===== src/rtl/state_seq.sv =====
// Multicycle instruction control sequencer: IF/ID/EXE/MEM/WB walk per opcode,
// with stop/resume halt, illegal-opcode pulse and retired/active cycle counters.
//
// state | meaning
// IF    | fetch; always advances to ID
// ID    | decode live opcode, latch op_q; parks here while halted on stop
// aEXE  | ALU execute (R_type/ori/addi/slt)
// bEXE  | branch compare (beq/bne), retires from here
// cEXE  | address calculation (lw/sw)
// MEM   | memory access; sw retires, lw continues to cWB
// aWB   | ALU result writeback
// cWB   | load writeback
module state_seq (
  input  logic        clk,
  input  logic        rst_n,
  input  logic        en,
  input  logic [5:0]  opcode,
  input  logic        resume,
  output logic [2:0]  state,
  output logic [5:0]  op_q,
  output logic        halted,
  output logic        illegal,
  output logic        instr_done,
  output logic [15:0] instr_cnt,
  output logic [15:0] cyc_cnt
);

  typedef enum logic [2:0] {
    ST_IF   = 3'b000,
    ST_ID   = 3'b001,
    ST_AEXE = 3'b110,
    ST_BEXE = 3'b101,
    ST_CEXE = 3'b010,
    ST_MEM  = 3'b011,
    ST_AWB  = 3'b111,
    ST_CWB  = 3'b100
  } state_t;

  localparam logic [5:0] OP_RTYPE = 6'b100000;
  localparam logic [5:0] OP_ORI   = 6'b010010;
  localparam logic [5:0] OP_ADDI  = 6'b000010;
  localparam logic [5:0] OP_SLT   = 6'b100110;
  localparam logic [5:0] OP_SW    = 6'b110000;
  localparam logic [5:0] OP_LW    = 6'b110001;
  localparam logic [5:0] OP_BEQ   = 6'b110100;
  localparam logic [5:0] OP_BNE   = 6'b110101;
  localparam logic [5:0] OP_JUMP  = 6'b111000;
  localparam logic [5:0] OP_STOP  = 6'b111111;

  state_t      state_q, state_nxt;
  logic        halted_q, ill_q, done_q;
  logic        load_op, set_halt, clr_halt, ill_nxt, retire;

  always_comb begin
    state_nxt = state_q;
    load_op   = 1'b0;
    set_halt  = 1'b0;
    clr_halt  = 1'b0;
    ill_nxt   = 1'b0;
    case (state_q)
      ST_IF:   state_nxt = ST_ID;
      ST_ID: begin
        if (halted_q) begin
          if (resume) begin
            state_nxt = ST_IF;
            clr_halt  = 1'b1;
          end
        end else begin
          load_op = 1'b1;
          case (opcode)
            OP_RTYPE, OP_ORI, OP_ADDI, OP_SLT: state_nxt = ST_AEXE;
            OP_BEQ, OP_BNE:                    state_nxt = ST_BEXE;
            OP_LW, OP_SW:                      state_nxt = ST_CEXE;
            OP_JUMP:                           state_nxt = ST_IF;
            OP_STOP:                           set_halt  = 1'b1;
            default: begin
              state_nxt = ST_IF;
              ill_nxt   = 1'b1;
            end
          endcase
        end
      end
      ST_AEXE: state_nxt = ST_AWB;
      ST_AWB:  state_nxt = ST_IF;
      ST_BEXE: state_nxt = ST_IF;
      ST_CEXE: state_nxt = ST_MEM;
      // past ID only the latched opcode steers the walk
      ST_MEM:  state_nxt = (op_q == OP_LW) ? ST_CWB : ST_IF;
      ST_CWB:  state_nxt = ST_IF;
    endcase
  end

  // IF always leaves for ID, so any entry into IF retires an instruction
  assign retire = (state_nxt == ST_IF);

  always_ff @(posedge clk) begin
    if (!rst_n) begin
      state_q   <= ST_IF;
      op_q      <= 6'b000000;
      halted_q  <= 1'b0;
      ill_q     <= 1'b0;
      done_q    <= 1'b0;
      instr_cnt <= 16'h0000;
      cyc_cnt   <= 16'h0000;
    end else if (en) begin
      state_q  <= state_nxt;
      if (load_op) op_q <= opcode;
      halted_q <= (halted_q | set_halt) & ~clr_halt;
      ill_q    <= ill_nxt;
      done_q   <= retire;
      if (retire)    instr_cnt <= instr_cnt + 16'd1;
      if (!halted_q) cyc_cnt   <= cyc_cnt + 16'd1;
    end else begin
      ill_q  <= 1'b0;
      done_q <= 1'b0;
    end
  end

  // pulses are masked during a stall so they never read as stretched
  assign state      = state_q;
  assign halted     = halted_q;
  assign illegal    = ill_q & en;
  assign instr_done = done_q & en;

endmodule


===== config.mk =====
export PLATFORM = sky130hd
export DESIGN_NAME = state_seq
export DESIGN_NICKNAME = d
export VERILOG_FILES = /design/src/rtl/state_seq.sv
export SDC_FILE = /design/constraint.sdc
export NUM_CORES = 1
export LEC_CHECK = 0
export BUFFER_PORTS_ARGS = -buffer_cell sky130_fd_sc_hd__buf_2
export CAP_MARGIN = 0
export CORE_MARGIN = 8
export CORE_UTILIZATION = 43
export CTS_CLUSTER_DIAMETER = 80
export DETAILED_ROUTE_END_ITERATION = 10
export PLACE_DENSITY_LB_ADDON = 0.12
export SYNTH_ARGS = -nofsm -noshare
export SYNTH_HDL_FRONTEND = slang
export SYNTH_SLANG_ARGS = --single-unit

===== constraint.sdc =====
create_clock -name clk -period 2.69 [get_ports clk]
set_input_delay 0.269 -clock clk [delete_from_list [all_inputs] [get_ports clk]]
set_output_delay 0.269 -clock clk [all_outputs]
set_load 0.02 [all_outputs]

# ---- After elaboration in Yosys (flattened, before gate mapping)
# Cells that the tools add are included.
dict set report totals {
  out_inout_bits 44
  input_bits 10
  word_cells 62
  register_bits 44
}
dict set report op_classes {
  muxes 14
  addsub 2
  bitwise 9
  n_reduce_logical 12
  n_eq_ne 18
}
# cell count
set op_table {}
lappend op_table {{$eq A6 B6 Y1 const B} 9}
lappend op_table {{$add A16 B1 Y16 const B} 2}
lappend op_table {{$pmux W3 S6} 1}
lappend op_table {{$eq A3 B3 Y1 const B} 4}
lappend op_table {{$pmux W3 S4} 1}
lappend op_table {{$reduce_or A10 Y1} 1}
lappend op_table {{$mux W1} 9}
lappend op_table {{$mux W3} 3}
lappend op_table {{$reduce_and A2 Y1} 4}
lappend op_table {{$reduce_or A4 Y1} 2}
lappend op_table {{$eq A3 B2 Y1 const B} 2}
lappend op_table {{$eq A6 B2 Y1 const B} 1}
lappend op_table {{$eq A6 B5 Y1 const B} 1}
lappend op_table {{$logic_not A3 Y1} 2}
lappend op_table {{$not A1 Y1} 5}
lappend op_table {{$reduce_or A2 Y1} 2}
lappend op_table {{$and A1 B1 Y1} 3}
lappend op_table {{$eq A3 B1 Y1 const B} 1}
lappend op_table {{$reduce_or A3 Y1} 1}
lappend op_table {{$or A1 B1 Y1} 1}

# ---- Logic depth before layout (Yosys ltp)
dict set report depth {
  ltp_word 7
  mapped_depth 9
  ltp_nobuf 6
}

# ---- Worst setup path before layout
# OpenSTA, ideal clock, no wires.
dict set report synth_path {
  path_kind {reg-to-reg}
  from {reg state_q[0] (netlist: state[0])}
  to {reg instr_cnt[2]}
  setup_ps 70
  slack_ps 592
  required_ps 2620
  t_arrival_ps 2028
  path_stages_with_launch 9
  n_path_buf 2
  synth_period_minus_slack_ps 2098
  path_cell_list {dfxtp_1 > or3b_1 > or3_1 > a221oi_2 > nand2b_2 > buf_6 > buf_8 > o21ai_0 > a21oi_1}
}
dict set report synth_via {
  elab_chain_cells 5
  word_cells_on_any_way 15
  classes_between {eq/ne: 7; mux: 4; reduce/logical: 4}
}
# element line
set synth_rtl {}
lappend synth_rtl {{start: declaration} 50} ;# state_t state_q, state_nxt;
lappend synth_rtl {{start signal: assignment} 106} ;# state_q <= state_nxt;
lappend synth_rtl {{$pmux W3 S4 (tied with other cells)} 70} ;# case (opcode)
lappend synth_rtl {{$mux W3 / $reduce_or A3 Y1 (equally long branches)} --}
lappend synth_rtl {{$pmux W3 S6 (*)} 60} ;# case (state_q)
lappend synth_rtl {{$logic_not A3 Y1 (*)} 94} ;# assign retire = (state_nxt == ST_IF);
lappend synth_rtl {{$reduce_and A2 Y1 (no source line) (*)} --}
lappend synth_rtl {{end signal: assignment} 111} ;# if (retire) instr_cnt <= instr_cnt + 16'd1;
lappend synth_rtl {{end: declaration} 24} ;# output logic [15:0] instr_cnt,
# Every way passes the cells marked *; elsewhere a longest branch is shown, timed or not.
# A chain may end at the register's enable or synchronous reset.

# ---- Final worst setup path
dict set report layout_path {
  from {reg state_q[2] (netlist: state[2])}
  to {reg instr_cnt[6]}
}
# Same word-level chain as after synthesis.

==> impl_metrics.tcl <==
set metrics [dict create \
    avgSynthCellArea_sq_um 8.30 \
    p_int_mw 1.01 \
    p_sw_mw 0.327 \
    start_kind "flop" \
    syn_area_sq_um 2190 \
    regArea_sq_um 881 \
    slew_violations 0 \
    critical_path.max_fanout 30 \
    drtIter0Drc 92 \
    grt_max_degree 31 \
    clk_latency_ns 0.30 \
    cts_resized 0 \
    cts_buffers 5 \
    end_kind "flop" \
    syn-instance-count 264 \
    seq_area_frac_synth_pct 40.2 \
    ir_worst_vdd_uv 232 \
    sequentialPowerShare_pct 50.2 \
    yosysUniqueCellTypes 45 \
    rsz0062_at_grt "no" \
    combPwrFrac_pct 9.7 \
    first_pass_iters 4 \
    grt_pass1_vias 1867 \
    viasPerCell 5.34 \
    fin_crit_sh_pct 78.8 \
    antenna_found_initial 0 \
    switching_share_pct 24.4 \
    hold_viol 0 \
    fin_crit_ns 2.12 \
    die_area_sq_um 7640 \
    synth_edf_count 0 \
    routabilityCongestion 0.815 \
    cts_tree "built" \
    cts_setup_buffers 0 \
    setup-violations-final 0 \
    hold_path_class "input port to flop" \
    dieHeight_microns 87.4 \
    cap_viol_max_count 0 \
    clk_pin_slew_ns 0.08 \
    syn_to_final_growth_pct 20.2 \
    grt_usage_pct 14.1 \
    clock_path_buffers 2 \
    start_util_pct 43.7 \
    yosysWarnings 0 \
    outcome "finished clean" \
    synthArstFlopShare_pct 0 \
    die_w_microns 87.4 \
    cts_max_level 2 \
    drtAntennaViolNets 0 \
    max-slew-margin-rel_pct 70.7 \
    finalSetupTns_ns 0 \
    diodes 0 \
    multi_input_area_sq_um 1200 \
    leakage_nw 1.04 \
    required_ns 2.87 \
    worst_pin_slew_ns 0.436 \
    fin_nets 326 \
    overflow 0 \
    drive_gt1_share_pct 24.1 \
    cts_root_buf "clkbuf_8" \
    fill_cells 507 \
    drc 0 \
    layout_common_cells "53 x buf_2, 44 x dfxtp_1, 29 x nand2_1, 25 x a21oi_1, 19 x nor2_1" \
    wl_mm 5.34 \
    num_vias 2056 \
    cts_hold_buffers 0 \
    dp_hpwl_mm 3.88 \
    syn_nets 276 \
    totalPowerFinal_mw 1.34 \
    ios 54 \
    fmax_mhz 472 \
    worstSetupPathType "flop to flop" \
    fin_worst_skew_ns 0.00500 \
    clkPwrFrac_pct 40.1 \
    arrival_ns 2.30 \
    layout.cells.most_common "buf_2" \
    core_sq_um 5010 \
    ys_ff_latch 44 \
    ys.flop_type "dfxtp_1" \
    port_buffers 53 \
    row_count 26 \
    wl_per_cell_microns 13.9 \
    cts_sinks 44 \
    grt_pass1_wl_mm 8.76 \
    power.density_nw_per_um2 509 \
]
path summary, 6_finish.rpt:
path | from | to | slack (ns) | depth (start not counted)
worst max register to register | state[2] | instr_cnt[6] | 0.57 | 7
worst min-delay path | opcode[3] | op_q[3] | 0.27 | 3
worst max-delay path | state[2] | instr_cnt[6] | 0.57 | 7
worst min register to register | op_q[2] | op_q[2] | 0.47 | 2
worst max-delay path, cell delays in order (launching register included):
cell and delay [ns]:
dfxtp_1 0.37, or3b_1 0.44, or3_1 0.37, a221oi_2 0.24
nand2b_2 0.20, buf_12 0.16, nor3_1 0.09, mux2i_1 0.13
power groups by stage:
stage | combinational [mW] | sequential [mW] | clock [mW]
5_1_grt | 0.144 | 0.676 | 0.584
4_1_cts | 0.130 | 0.673 | 0.556
6_report | 0.130 | 0.673 | 0.538
2_1_floorplan | 0.0773 | 0.701 | 0
3_5_place_dp | 0.130 | 0.689 | 0
3_3_place_gp | 0.129 | 0.688 | 0
sequential cells by signal, indices dropped and copies added, names as in the netlist:
name	cells
cyc_cnt	16
done_q	1
ill_q	1
state	3
halted	1
op_q	6
instr_cnt	16
per-layer routing:
layer / track usage [%] / part of all wire, %
met5: 0 / 0
met4: 4.38 / 0.80
met3: 4.62 / 7.1
met2: 21.3 / 44
met1: 18.3 / 48
cells by family (layout without fill, tap and decap cells):
family / Yosys count / in the layout / share of synthesized area [%]
simple gates: 126 / 126 / 31.5
compound gates: 54 / 54 / 15.1
flops: 44 / 44 / 40.2
buf+inv: 21 / 72 / 4.97
xor+xnor: 13 / 13 / 5.20
mux: 4 / 4 / 1.83
fa+ha+maj: 2 / 2 / 1.14
cell type report:
class                   instances  area share, %
multi-input cells             199           45.6
repair buffers                 59           12.3
clock buffers                   6           3.14
flip-flops and latches         44           33.5
clock inverters                 2           1.47
well taps                      70           3.33
inverters                       5          0.713
per-stage QoR:
stage | utilization (%) | hold slack [ns] | instance area, sq um | worst slack (ns) | instances
2_1_floorplan | - | 0.417 | 2190 | 0.592 | 264
3_3_place_gp | 50.1 | 0.453 | 2510 | 0.508 | 377
3_5_place_dp | 50.1 | 0.457 | 2510 | 0.508 | 377
4_1_cts | 52.5 | 0.264 | 2630 | 0.580 | 385
5_1_grt | 52.5 | 0.285 | 2630 | 0.392 | 385
6_report | 52.5 | 0.270 | 2630 | 0.571 | 385
Yosys cell counts, types with 5 or more instances:
master,count,share of area (%)
dfxtp_1,44,40
nand2_1,29,5.0
a21oi_1,25,5.7
nor2_1,19,3.3
nand3_1,15,3.4
nand4_1,11,3.1
o31ai_1,10,3.4
or4_1,10,3.4
o21ai_0,9,2.1
xor2_1,9,3.6
or3_1,8,2.3
clkbuf_1,6,1.0
nor3_1,6,1.4
and2_1,5,1.4
inv_1,5,0.86
(Power assumes the default switching activity.)
